### src/rtl/cpu_memory_writeback.sv
`default_nettype none
// ============================================================================
// Module      : cpu_memory_writeback
// Description : Writeback stage that forwards ALU results or runs one data-bus
//               read for loads, then commits to the register file write port.
// Revision    : 1.0 - initial release
// ============================================================================
module cpu_memory_writeback #(
  parameter int TAG_WIDTH      = 8,
  parameter int TIMEOUT_CYCLES = 255
) (
  input  logic                 i_clock,
  input  logic                 i_reset,
  input  logic [TAG_WIDTH-1:0] i_tag,
  input  logic [4:0]           i_rd_idx,
  input  logic [31:0]          i_result,
  input  logic                 i_is_load,
  input  logic [2:0]           i_funct3,
  output logic [TAG_WIDTH-1:0] o_tag,
  output logic                 o_busy,
  output logic                 o_bus_request,
  output logic [31:0]          o_bus_address,
  input  logic                 i_bus_ready,
  input  logic [31:0]          i_bus_rdata,
  output logic [TAG_WIDTH-1:0] o_write_tag,
  output logic [4:0]           o_write_rd_idx,
  output logic [31:0]          o_rd,
  output logic                 o_fault
);

  localparam int c_CNT_W = $clog2(TIMEOUT_CYCLES + 1);
  localparam logic [c_CNT_W-1:0] c_CNT_LAST = c_CNT_W'(TIMEOUT_CYCLES - 1);

  localparam logic [1:0] c_ST_IDLE  = 2'd0;
  localparam logic [1:0] c_ST_BUS   = 2'd1;
  localparam logic [1:0] c_ST_WRITE = 2'd2;

  logic [1:0]           r_state;
  logic [1:0]           w_state_next;
  logic [TAG_WIDTH-1:0] r_tag;
  logic [TAG_WIDTH-1:0] r_write_tag;
  logic [4:0]           r_write_rd_idx;
  logic [31:0]          r_rd;
  logic                 r_fault;
  logic                 r_bus_request;
  logic [31:0]          r_bus_address;
  logic [c_CNT_W-1:0]   r_count;
  logic [TAG_WIDTH-1:0] r_cap_tag;
  logic [4:0]           r_cap_idx;
  logic [2:0]           r_cap_funct3;
  logic [1:0]           r_cap_addr_lo;
  logic [31:0]          r_load_data;

  logic                 w_new_req;
  logic                 w_illegal;
  logic                 w_misaligned;
  logic                 w_load_ok;
  logic                 w_alu_commit;
  logic                 w_load_reject;
  logic                 w_load_start;
  logic                 w_bus_done;
  logic                 w_timeout;
  logic                 w_write_commit;
  logic [7:0]           w_byte;
  logic [15:0]          w_half;
  logic [31:0]          w_ext;

  assign w_new_req    = (i_tag != r_tag);
  assign w_illegal    = (i_funct3 == 3'b011) || (i_funct3[2:1] == 2'b11);
  assign w_misaligned = ((i_funct3[1:0] == 2'b01) && i_result[0]) ||
                        ((i_funct3 == 3'b010) && (i_result[1:0] != 2'b00));
  assign w_load_ok    = i_is_load && !w_illegal && !w_misaligned;

  // State register
  always_ff @(posedge i_clock or negedge i_reset) begin
    if (!i_reset) begin
      r_state <= c_ST_IDLE;
    end else begin
      r_state <= w_state_next;
    end
  end

  // Next-state logic
  always_comb begin
    w_state_next = r_state;
    case (r_state)
      c_ST_IDLE: begin
        if (w_new_req && w_load_ok) w_state_next = c_ST_BUS;
      end
      c_ST_BUS: begin
        if (i_bus_ready)                 w_state_next = c_ST_WRITE;
        else if (r_count == c_CNT_LAST)  w_state_next = c_ST_IDLE;
      end
      c_ST_WRITE: w_state_next = c_ST_IDLE;
      default:    w_state_next = c_ST_IDLE;
    endcase
  end

  // Output / action decode
  always_comb begin
    o_busy         = (r_state != c_ST_IDLE);
    w_alu_commit   = (r_state == c_ST_IDLE) && w_new_req && !i_is_load;
    w_load_reject  = (r_state == c_ST_IDLE) && w_new_req && i_is_load && !w_load_ok;
    w_load_start   = (r_state == c_ST_IDLE) && w_new_req && w_load_ok;
    w_bus_done     = (r_state == c_ST_BUS) && i_bus_ready;
    w_timeout      = (r_state == c_ST_BUS) && !i_bus_ready && (r_count == c_CNT_LAST);
    w_write_commit = (r_state == c_ST_WRITE);
  end

  // Byte/half lane selection from the captured low address bits
  always_comb begin
    w_byte = i_bus_rdata[7:0];
    case (r_cap_addr_lo)
      2'd0: w_byte = i_bus_rdata[7:0];
      2'd1: w_byte = i_bus_rdata[15:8];
      2'd2: w_byte = i_bus_rdata[23:16];
      2'd3: w_byte = i_bus_rdata[31:24];
      default: w_byte = i_bus_rdata[7:0];
    endcase
    w_half = r_cap_addr_lo[1] ? i_bus_rdata[31:16] : i_bus_rdata[15:0];
    w_ext  = i_bus_rdata;
    case (r_cap_funct3)
      3'b000:  w_ext = {{24{w_byte[7]}}, w_byte};
      3'b100:  w_ext = {24'd0, w_byte};
      3'b001:  w_ext = {{16{w_half[15]}}, w_half};
      3'b101:  w_ext = {16'd0, w_half};
      default: w_ext = i_bus_rdata;
    endcase
  end

  always_ff @(posedge i_clock or negedge i_reset) begin
    if (!i_reset) begin
      r_tag          <= '0;
      r_write_tag    <= '0;
      r_write_rd_idx <= '0;
      r_rd           <= '0;
      r_fault        <= 1'b0;
      r_bus_request  <= 1'b0;
      r_bus_address  <= '0;
      r_count        <= '0;
      r_cap_tag      <= '0;
      r_cap_idx      <= '0;
      r_cap_funct3   <= '0;
      r_cap_addr_lo  <= '0;
      r_load_data    <= '0;
    end else begin
      if (w_alu_commit) begin
        r_tag <= i_tag;
        if (i_rd_idx != 5'd0) begin
          r_rd           <= i_result;
          r_write_rd_idx <= i_rd_idx;
          r_write_tag    <= r_write_tag + TAG_WIDTH'(1);
        end
      end else if (w_load_reject) begin
        r_fault <= 1'b1;
        r_tag   <= i_tag;
      end else if (w_load_start) begin
        r_cap_tag     <= i_tag;
        r_cap_idx     <= i_rd_idx;
        r_cap_funct3  <= i_funct3;
        r_cap_addr_lo <= i_result[1:0];
        r_bus_request <= 1'b1;
        r_bus_address <= {i_result[31:2], 2'b00};
        r_count       <= '0;
      end else if (w_bus_done) begin
        r_bus_request <= 1'b0;
        r_load_data   <= w_ext;
      end else if (w_timeout) begin
        r_bus_request <= 1'b0;
        r_fault       <= 1'b1;
        r_tag         <= r_cap_tag;
        r_count       <= '0;
      end else if (r_state == c_ST_BUS) begin
        r_count <= r_count + c_CNT_W'(1);
      end else if (w_write_commit) begin
        r_tag <= r_cap_tag;
        if (r_cap_idx != 5'd0) begin
          r_rd           <= r_load_data;
          r_write_rd_idx <= r_cap_idx;
          r_write_tag    <= r_write_tag + TAG_WIDTH'(1);
        end
      end
    end
  end

  assign o_tag          = r_tag;
  assign o_write_tag    = r_write_tag;
  assign o_write_rd_idx = r_write_rd_idx;
  assign o_rd           = r_rd;
  assign o_fault        = r_fault;
  assign o_bus_request  = r_bus_request;
  assign o_bus_address  = r_bus_address;

endmodule
`default_nettype wire
### config.mk
export PLATFORM = sky130hd
export DESIGN_NAME = cpu_memory_writeback
export DESIGN_NICKNAME = d
export VERILOG_FILES = /design/src/rtl/cpu_memory_writeback.sv
export SDC_FILE = /design/constraint.sdc
export NUM_CORES = 1
export LEC_CHECK = 0
export ABC_AREA = 1
export ABC_CLOCK_PERIOD_IN_PS = 3000
export BUFFER_PORTS_ARGS = -buffer_cell sky130_fd_sc_hd__buf_2
export CORE_MARGIN = 2
export CORE_UTILIZATION = 55
export DETAILED_ROUTE_END_ITERATION = 7
export PLACE_DENSITY = 0.82
export SLEW_MARGIN = 20
export SYNTH_ARGS = -nofsm -noshare
export SYNTH_HDL_FRONTEND = slang
export SYNTH_SLANG_ARGS = --single-unit
### constraint.sdc
create_clock -name i_clock -period 3 [get_ports i_clock]
set_input_delay 0.6 -clock i_clock [delete_from_list [all_inputs] [get_ports i_clock]]
set_output_delay 0.6 -clock i_clock [all_outputs]
set_load 0.1 [all_outputs]
==> summary.md, run 1 <==
| Metric | Value |
|---|---|
| Status | completed |
| Max Fclk | approximately 410 MHz |
| Commonest non-fill, non-tap cells in the layout | nand2_1 (408), buf_2 (168), dfrtp_1 (145) |
| Compound-gate portion of the synthesized area | 8.28% |
| # diodes | 0 |
| Routability cong. | slightly above 0.9 |
| Detailed Route WL | between 20 and 25 mm |
| Die W | 118 um |
| Via count | about 7000 |
| Row cnt | slightly above 40 |
| Drt wl/cell | 16.4 um |
| Hold Crit Class | in -> async |
| Synth Warn # | 0 |
| GR Util All Layers | between 30% and 40% |
| Final nets | ~1200 |
| # setup viols final | 0 |
| Adder-Cell Fraction of Synth Area | 0.525% |
| Core area | between 10000 and 15000 sq um |
| Synth unique cells | 33 |
| Clk buf depth | 2 |
| Post-synthesis simple-gate area fraction | 33.1% |
| Fin crit share | 80.4% |
| RSZ-0062 raised after global routing | false |
| Detailed placer's ending HPWL | roughly 14 mm |
| Gr ovfl total | 0 |
| CTS tree | built |
| Share of the synthesized area in the top cell type | about half |
| Vert. Die Dim | ~120 um |
| IO Pins | approximately 170 |
| Post-CTS Hold Fix Bufs | 0 |
| Post-layout util | a little under 70% |
| Worst skew pair latency | between 0.4 and 0.5 ns |
| TritonRoute pass-1 iters | 5 |
| Dominant cells by area after synthesis | dfrtp_1 (51%), nand2_1 (21%), nand3_1 (4.2%), nand4_1 (3.7%), o21ai_0 (2.6%) |
| Vias in the first global route | between 6000 and 7000 |
| # port buffers | between 150 and 200 |
| Xor/xnor cell area share of the yosys netlist | 1.35% |
| Yosys reg bits | 145 |
| Layout Skew | around 0.006 ns |
| Slew Limit Fails | 0 |
| Critical Path Sink Type | flip-flop |
| Worst Setup Start Kind | flip-flop |
| Crit-path max FO | 16 |
| Worst endpoint required time | roughly 3.3 ns |
| Total clock sinks | approximately 150 |
| Setup TNS | 0 ns |
| Max H-tree Level | 4 |
| Post-synthesis sequential area ratio | 50.7% |
| Max VDD drop | between 900 and 1000 uV |
| Post-synthesis mux area share | 0% |
| TritonCTS buffer count | 17 |
| WP data arrival | between 2 and 3 ns |
| Total power divided by cell area | between 1000 and 1500 nW/um^2 |
| Ratio of cells with drive above 1 in the final layout | between 20% and 30% |
| WS Path Type | reg -> reg |
| Initial antenna violation count | 0 |
| Largest net degree at the start of global routing | 74 |
| DRC viols | 0 |
| Syn_area_per_cell | roughly 8 sq um |
| Detail Route Antenna Nets | 0 |
| Commonest non-fill, non-tap cell in the layout | nand2_1 |
| Main combinational cell family by area after synthesis | simple AND/OR/NAND/NOR gates |
| Area growth syn-to-layout | 23.1% |
| Setup bufs post-CTS | 0 |
| Leakage | approximately 0.0048 uW |
| Post-DR vias/cell | roughly 5.6 |
| Initial Util | roughly 56% |
| Crit path time final | roughly 2.4 ns |
| Final hold viol count | 0 |
| Global-route wire length before repair | around 34 mm |
| Die area | 13900 sq um |
| CTS resizes | 0 |
| Netlist Area Pre-Place | between 7000 and 8000 sq um |
| Yosys top cell by area | dfrtp_1 |
| Worst Tran Pin Value | between 0.7 and 0.8 ns |
| FF-to-FF path depth | 7 |
| Root Driver | clkbuf_16 |
| CTS clk-pin slew, worst paths | ~0.06 ns |
| Drt initial violations | 780 |
| Max Cap Violations | 0 |
| Rel. slew slack | roughly 48% |
| Synthesized instance count | 917 |
[per-layer routing]
metal,up-vias,track usage (%),part of all wire (%)
met2,370,48.2,46
met4,0,9.34,2.4
met3,53,7.36,9.0
li1,3272,-,-
met5,-,0,0
met1,3269,42.1,42
[cell usage after synthesis]
master,count
nor3b_1,2
o211ai_1,2
nor2_4,3
inv_2,5
buf_2,26
buf_4,6
nand3_2,3
xnor2_1,7
ha_1,3
a21o_1,1
nand2_2,3
o21ai_2,1
nand3b_1,2
o21ai_0,37
nand4_1,42
o31ai_1,5
inv_1,40
o21bai_1,1
a21oi_1,9
a31oi_1,1
a2bb2oi_1,16
o21ai_1,16
nand2_1,408
nand3_1,60
nor3_1,7
clkbuf_1,22
conb_1,1
dfrtp_1,145
xor2_1,4
a21boi_0,2
nor2_2,5
o22ai_1,7
nor2_1,25
[cell families (layout without fill, tap and decap cells)]
logic type               after synthesis  count (layout)
flip-flops                           145             145
AND/OR/NAND/NOR                      560             560
XOR/XNOR                              11              11
buffers and inverters                 99             260
adder cells (fa/ha/maj)                3               3
other                                  1               2
AO/OA/AOI/OAI                         98              98
[through the flow]
stage | instances | setup slack [ns] | cell area (sq um) | total power [uW] | hold WS, ns
6_report | 1251 | 0.589 | 8800 | 11200 | 0.149
5_1_grt | 1251 | 0.439 | 8800 | 11700 | 0.229
4_1_cts | 1251 | 0.703 | 8800 | 11200 | 0.202
3_5_place_dp | 1220 | 0.647 | 8130 | 8710 | 0.453
3_3_place_gp | 1220 | 0.697 | 8130 | 8640 | 0.447
2_1_floorplan | 918 | 0.817 | 7160 | 7650 | 0.304
[registers in the layout (all words and copies together) (netlist names)]
name            count
o_bus_address      30
o_bus_request       1
o_fault             1
o_rd               32
o_tag               8
o_write_rd_idx      5
o_write_tag         8
r_cap_addr_lo       2
r_cap_funct3        3
r_cap_idx           5
r_cap_tag           8
r_count             8
r_load_data        32
r_state             2
[critical path: stages, from the launching register on]
cell and delay (ns):
dfrtp_1 0.58, inv_1 0.31, nand2_1 0.15, o211ai_1 0.14, nand3_2 0.19, nand2_1 0.10, nor2_2 0.61, a2bb2oi_1 0.16
[layout make-up]
type | instances | area (sq um)
clock buffers | 21 | 470
multi-input cells | 674 | 3110
clock inverters | 10 | 205
repair buffers | 184 | 1000
flip-flops and latches | 145 | 3630
inverters | 45 | 169
fillers | 1025 | 3870
well taps | 172 | 215
[path summary, 6_finish.rpt]
kind,from,to,slack (ns)
min in group i_clock,i_result[30],o_bus_address[30],0.39
max in group asynchronous,i_reset,o_rd[2],1.99
hold / removal,i_reset,o_tag[2],0.15
setup / recovery,r_cap_addr_lo[1],r_load_data[30],0.59
setup reg to reg,r_cap_addr_lo[1],r_load_data[30],0.59
hold reg to reg,o_rd[26],o_rd[26],0.46
[power by group]
part	total [uW]	internal, uW	switching, uW
clock network	2430	1620	816
logic	5570	1000	4570
registers	3170	2680	494
No activity file was read; power rests on OpenSTA's default activity.
==> inputs of run 2 (changes only) <==
--- a/config.mk
+++ b/config.mk
@@ -6,12 +6,12 @@
 export NUM_CORES = 1
 export LEC_CHECK = 0
 export ABC_AREA = 1
-export ABC_CLOCK_PERIOD_IN_PS = 3000
+export ABC_CLOCK_PERIOD_IN_PS = 2500
 export BUFFER_PORTS_ARGS = -buffer_cell sky130_fd_sc_hd__buf_2
 export CORE_MARGIN = 2
-export CORE_UTILIZATION = 55
+export CORE_UTILIZATION = 54
 export DETAILED_ROUTE_END_ITERATION = 7
-export PLACE_DENSITY = 0.82
+export PLACE_DENSITY = 0.8
 export SLEW_MARGIN = 20
 export SYNTH_ARGS = -nofsm -noshare
 export SYNTH_HDL_FRONTEND = slang
==> constraint.sdc (replaced) <==
create_clock -name i_clock -period 2.5 [get_ports i_clock]
set_input_delay 0.5 -clock i_clock [delete_from_list [all_inputs] [get_ports i_clock]]
set_output_delay 0.5 -clock i_clock [all_outputs]
set_load 0.1 [all_outputs]
==> summary.md, run 2 (synthesis gave the netlist of run 1 again) <==
| Metric | Value |
|---|---|
| Status | completed |
| Die W | about 120 um |
| Critical Path Sink Type | flip-flop |
| Commonest non-fill, non-tap cells in the layout | nand2_1 (408), buf_2 (168), dfrtp_1 (145) |
| Setup TNS | 0 ns |
| Gr ovfl total | 0 |
| Fin crit share | a little under nine tenths |
| Max H-tree Level | 4 |
| # setup viols final | 0 |
| Leakage | approximately 0.0048 uW |
| Setup bufs post-CTS | 0 |
| Worst skew pair latency | 0.43 ns |
| GR Util All Layers | 29.8% |
| Total clock sinks | between 100 and 150 |
| TritonRoute pass-1 iters | 6 |
| Critical Path Most Common Cell | nand2_1 |
| Fill count | around 1100 |
| Detailed Route WL | around 21 mm |
| Global-route wire length before repair | approximately 33 mm |
| TritonCTS buffer count | 17 |
| WP data arrival | about 2.4 ns |
| Max Fclk | about 470 MHz |
| Initial antenna violation count | 3 |
| Routability cong. | ~0.94 |
| CP max stage delay | ~0.6 ns |
| Crit path time final | roughly 2.1 ns |
| Crit-path max FO | 16 |
| Worst endpoint required time | 2.77 ns |
| Rel. slew slack | 48.5% |
| Via count | between 6000 and 7000 |
| Drt initial violations | 766 |
| Core area | 13100 sq um |
| CP cell instances | inv_1 > nand2_1 > o211ai_1 > nand3_2 > nand2_1 > nor2_2 > a2bb2oi_1 |
| Total power divided by cell area | 1480 nW/um^2 |
| Commonest non-fill, non-tap cell in the layout | nand2_1 |
| Area growth syn-to-layout | 22.2% |
| Largest net degree at the start of global routing | 57 |
| Detailed placer's ending HPWL | ~14 mm |
| CTS clk-pin slew, worst paths | about 0.060 ns |
| Max Cap Violations | 0 |
| CTS resizes | 0 |
| Vert. Die Dim | around 120 um |
| CP max stage cell | nor2_2 |
| WS Path Type | reg -> reg |
| DRC viols | 0 |
| Hold Crit Class | in -> async |
| Detail Route Antenna Nets | 0 |
| Final hold viol count | 0 |
| Layout Skew | 0.00924 ns |
| Max VDD drop | roughly 1100 uV |
| Worst Setup Start Kind | flip-flop |
| Post-DR vias/cell | between 5 and 6 |
| Row cnt | 42 |
| Root Driver | clkbuf_16 |
| # port buffers | approximately 170 |
| Slew Limit Fails | 0 |
| Worst Tran Pin Value | approximately 0.77 ns |
| Ratio of cells with drive above 1 in the final layout | a little over a fifth |
| Hold slack | approximately 0.024 ns |
| Vias in the first global route | about 6400 |
| Clk buf depth | 2 |
| CP bufs+invs | 1 |
| Final nets | 1159 |
| Post-CTS Hold Fix Bufs | 0 |
| Drt wl/cell | around 16 um |
| CTS tree | built |
| RSZ-0062 raised after global routing | false |
| Cell family with most CP delay | simple AND/OR/NAND/NOR gates |
| Die area | between 10000 and 15000 sq um |
| IO Pins | 172 |
| Worst R2R Setup Slack | approximately 0.35 ns |
| Initial Util | a little over half |
==> run 2: cell count changes in the layout (fill, tap and decap cells not counted), sizes merged <==
cell | before | now
diode | 0 | 3
clkinvlp | 2 | 1
clkbuf | 21 | 28
bufinv | 6 | 0
clkinv | 2 | 3
buf | 184 | 189
==> run 2: through the flow <==
| stage | area [sq um] | instances | utilization (%) | setup slack (ns) | power [uW] |
|---|---|---|---|---|---|
| 5_1_grt | 8740 | 1264 | 66.8 | 0.174 | 13500 |
| 3_5_place_dp | 8180 | 1229 | 62.5 | 0.138 | 10500 |
| 6_report | 8740 | 1264 | 66.8 | 0.354 | 12900 |
| 2_1_floorplan | 7160 | 918 | - | 0.317 | 9180 |
| 4_1_cts | 8730 | 1261 | 66.7 | 0.357 | 12900 |
| 3_3_place_gp | 8180 | 1229 | 62.5 | 0.217 | 10400 |
==> run 2: path summary, 6_finish.rpt <==
kind	startpoint	end	cells past startpoint
max	r_cap_addr_lo[1]	r_load_data[28]	7
min in group i_clock	i_result[18]	o_bus_address[18]	3
max reg2reg	r_cap_addr_lo[1]	r_load_data[28]	7
min	i_reset	o_tag[5]	1
max in group asynchronous	i_reset	o_bus_address[16]	2
min reg2reg	o_bus_address[15]	o_bus_address[15]	2
==> run 2: final cells by class <==
cell class / instances / area (sq um) / share of cell area [%]
clock inverters: 4 / 22.5 / 0.258
multi-input cells: 674 / 3110 / 35.6
clock buffers: 28 / 527 / 6.03
repair buffers: 189 / 1050 / 12.0
flip-flops and latches: 145 / 3630 / 41.5
well taps: 176 / 220 / 2.52
inverters: 45 / 169 / 1.93
diodes: 3 / 7.51 / 0.0859
==> run 2: power by group <==
part | internal, uW | switching, uW | total, uW
Combinational | 1220 | 5510 | 6730
Sequential | 3220 | 579 | 3800
Clock | 1420 | 958 | 2380
==> run 2: routing by layer <==
metal	track usage, %	vias up	share of wire (%)
li1	-	3291	-
met1	41.3	3291	43
met4	12.9	0	3.0
met3	5.51	49	7.7
met5	0	-	0
met2	46.3	328	47
==> inputs of run 3 (changes only) <==
==> config.mk (replaced) <==
export PLATFORM = sky130hd
export DESIGN_NAME = cpu_memory_writeback
export DESIGN_NICKNAME = d
export VERILOG_FILES = /design/src/rtl/cpu_memory_writeback.sv
export SDC_FILE = /design/constraint.sdc
export NUM_CORES = 1
export LEC_CHECK = 0
export ABC_CLOCK_PERIOD_IN_PS = 2500
export CORE_MARGIN = 2
export CORE_UTILIZATION = 55
export DETAILED_ROUTE_END_ITERATION = 7
export DONT_BUFFER_PORTS = 1
export PLACE_DENSITY = 0.7
export SLEW_MARGIN = 20
export SYNTH_ARGS = -nofsm -noshare
export SYNTH_HDL_FRONTEND = slang
export SYNTH_SLANG_ARGS = --single-unit
==> summary.md, run 3 <==
| Metric | Value |
|---|---|
| Status | finished with violations |
| Failing checks | negative hold slack |
| TritonCTS buffer count | 17 |
| Worst endpoint required time | 2.81 ns |
| WP data arrival | 2.60 ns |
| Max VDD drop | 1210 uV |
| DRC viols | 0 |
| CP cell instances | or3b_1 > or3_4 > o21bai_4 > mux2_1 > mux2_2 |
| Largest net degree at the start of global routing | ~150 |
| CTS resizes | 0 |
| FF-to-FF path depth | 5 |
| Drt wl/cell | around 20 um |
| WS Path Type | reg -> reg |
| Rel. slew slack | 32.6% |
| Detail Route Antenna Nets | 0 |
| Drt initial violations | about 400 |
| Detailed placer's ending HPWL | ~11 mm |
| CTS tree | built |
| Hold Crit Class | in -> async |
| Worst R2R Setup Slack | between 0.2 and 0.25 ns |
| Main combinational cell family by area after synthesis | compound AO/OA/AOI/OAI gates |
| Post-synthesis simple-gate area fraction | under 10% |
| Worst Setup Start Kind | flip-flop |
| Count leader, synth | dfrtp_1 |
| Total power divided by cell area | approximately 1600 nW/um^2 |
| Synth Warn # | 0 |
| Area growth syn-to-layout | 16.9% |
| Async set-reset flop share out of synthesis | 100% |
| Worst Tran Pin Value | about 1.0 ns |
| CP max stage cell | or3_4 |
| Dominant cells by area after synthesis | dfrtp_1 (56%), mux2_1 (9.9%), a21oi_1 (5.5%), o22ai_1 (4.4%), nand2_1 (2.5%) |
| Clock power frac | about a fifth |
| Crit path time final | ~2.3 ns |
| Die W | 113 um |
| Critical Path Sink Type | flip-flop |
| Worst skew pair latency | 0.42 ns |
| Core area | approximately 11000 sq um |
| Layout Skew | just under 0.006 ns |
| # port buffers | 0 |
| Post-synthesis mux area share | 12.9% |
| Commonest non-fill, non-tap cell in the layout | dfrtp_1 |
| Max Cap Violations | 0 |
| Syn_area_per_cell | between 10 and 15 sq um |
| Switching share of power | around half |
| Slew Limit Fails | 0 |
| P_sw | ~6000 uW |
| Compound-gate portion of the synthesized area | between 10% and 20% |
| Setup TNS | 0 ns |
| Fin crit share | 91.7% |
| GR Util All Layers | about a quarter |
| Synth unique cells | 46 |
| Final nets | around 740 |
| TritonRoute pass-1 iters | 5 |
| IO Pins | 172 |
| CP max stage delay | 0.42 ns |
| Post-Layout Inst Area | 7570 sq um |
| Pint | between 5000 and 6000 uW |
| Leakage | roughly 0.0033 uW |
| Adder-Cell Fraction of Synth Area | 0.579% |
| Hold slack | -0.226 ns |
| Vert. Die Dim | 113 um |
| Final hold viol count | between 100 and 150 |
| EDFF count, synth | 0 |
| Global-route wire length before repair | roughly 26 mm |
| Worst r2r dst | o_tag[4] |
| Post-Place Cell Area | roughly 7000 sq um |
| Clk buf depth | 2 |
| Root Driver | clkbuf_16 |
| Yosys top cell by area | dfrtp_1 |
| Yosys reg bits | 145 |
| # diodes | 0 |
| Worst r2r src | r_state[1] |
| Initial antenna violation count | 0 |
| Share of the synthesized area in the top cell type | a little under three fifths |
| CTS clk-pin slew, worst paths | roughly 0.06 ns |
| Total clock sinks | 145 |
| Synth cell count leaders | dfrtp_1 (145), a21oi_1 (71), mux2_1 (57) |
| Part of the power in combinational logic | 31.3% |
| Row cnt | 39 |
| Xor/xnor cell area share of the yosys netlist | between 2 and 2.5% |
| Max Fclk | about 440 MHz |
| Via count | approximately 5000 |
| Post-synthesis sequential area ratio | a little under three fifths |
| Top FF cell, synth | dfrtp_1 |
| Tot Pwr | ~12000 uW |
| RSZ-0062 raised after global routing | false |
| Detailed Route WL | between 15 and 20 mm |
| Gr ovfl total | 0 |
| Ratio of cells with drive above 1 in the final layout | between 10 and 15% |
| Die area | between 10000 and 15000 sq um |
| Commonest non-fill, non-tap cells in the layout | dfrtp_1 (145), a21oi_1 (71), mux2_1 (57) |
| Post-DR vias/cell | ~6 |
| Post-layout util | 66.0% |
| Crit-path max FO | 8 |
| Vias in the first global route | ~5000 |
| Initial Util | between 50% and 60% |
| # setup viols final | 0 |
| Max H-tree Level | 4 |
| Synthesized instance count | 609 |
| Routability cong. | around 0.83 |
| Netlist Area Pre-Place | around 6500 sq um |
| Flop pwr share | between 40% and 50% |
## run 3: worst max-delay path by stage
stage / start / to / slack [ns]
after floorplan: o_tag[2] / o_rd[10] / 0.11
after global placement: i_funct3[0] / r_cap_tag[2] / -0.08
after detailed placement: i_funct3[0] / o_bus_address[27] / -0.10
after CTS: o_tag[0] / o_bus_address[27] / 0.08
after global routing: r_state[1] / o_tag[4] / 0.14
final: r_state[1] / o_tag[4] / 0.21
## run 3: area by class of cell
class | count | area (sq um)
flip-flops and latches | 145 | 3630
repair buffers | 58 | 460
inverters | 44 | 165
fillers | 895 | 3890
well taps | 143 | 179
multi-input cells | 389 | 2590
clock buffers | 24 | 472
clock inverters | 6 | 82.6
## run 3: worst max-delay path: cells and delay by family (launching register included)
kind | cells | cell delay, ns
simple gates | 2 | 0.83
mux | 2 | 0.64
compound gates | 1 | 0.28
flops | 1 | 0.41
## run 3: kinds of logic (layout without fill, tap and decap cells)
family                   count (synthesis)  after routing
XOR/XNOR                                15             15
multiplexers                            75             75
other                                    1              2
AND/OR/NAND/NOR                        130            131
AO/OA/AOI/OAI                          163            163
adder cells (fa/ha/maj)                  3              3
flip-flops                             145            145
buffers and inverters                   77            132
## run 3: timing repair
| item | in CTS | in global routing |
|---|---|---|
| endpoints found under the hold margin | 145 | 145 |
| buffers inserted | 0 | 0 |
| setup endpoints to repair | 0 | 24 |
## run 3: metrics by stage
stage	hold slack, ns	instances	worst slack, ns
after floorplan	0.204	610	0.109
after detailed placement	0.208	778	-0.105
after CTS	-0.240	808	0.0771
after global placement	0.208	778	-0.0832
after global routing	-0.246	809	0.144
final	-0.226	809	0.206
## run 3: per-layer routing
layer | share of wire, % | vias up | wire length (um) | track usage (%)
met4 | 3.2 | 0 | 523 | 12.6
met5 | 0 | - | 0 | 0
met3 | 7.9 | 45 | 1290 | 9.40
met2 | 48 | 213 | 7780 | 41.0
met1 | 41 | 2382 | 6640 | 33.7
li1 | - | 2237 | - | -
## run 3: power by group through the flow
| stage | Combinational [uW] | Clock, uW | Sequential (uW) |
|---|---|---|---|
| CTS | 3700 | 2450 | 5720 |
| floorplan | 1410 | 0 | 7090 |
| global route | 3960 | 2540 | 5810 |
| detailed placement | 3690 | 0 | 5750 |
| global placement | 3610 | 0 | 5730 |
| finish | 3700 | 2410 | 5720 |
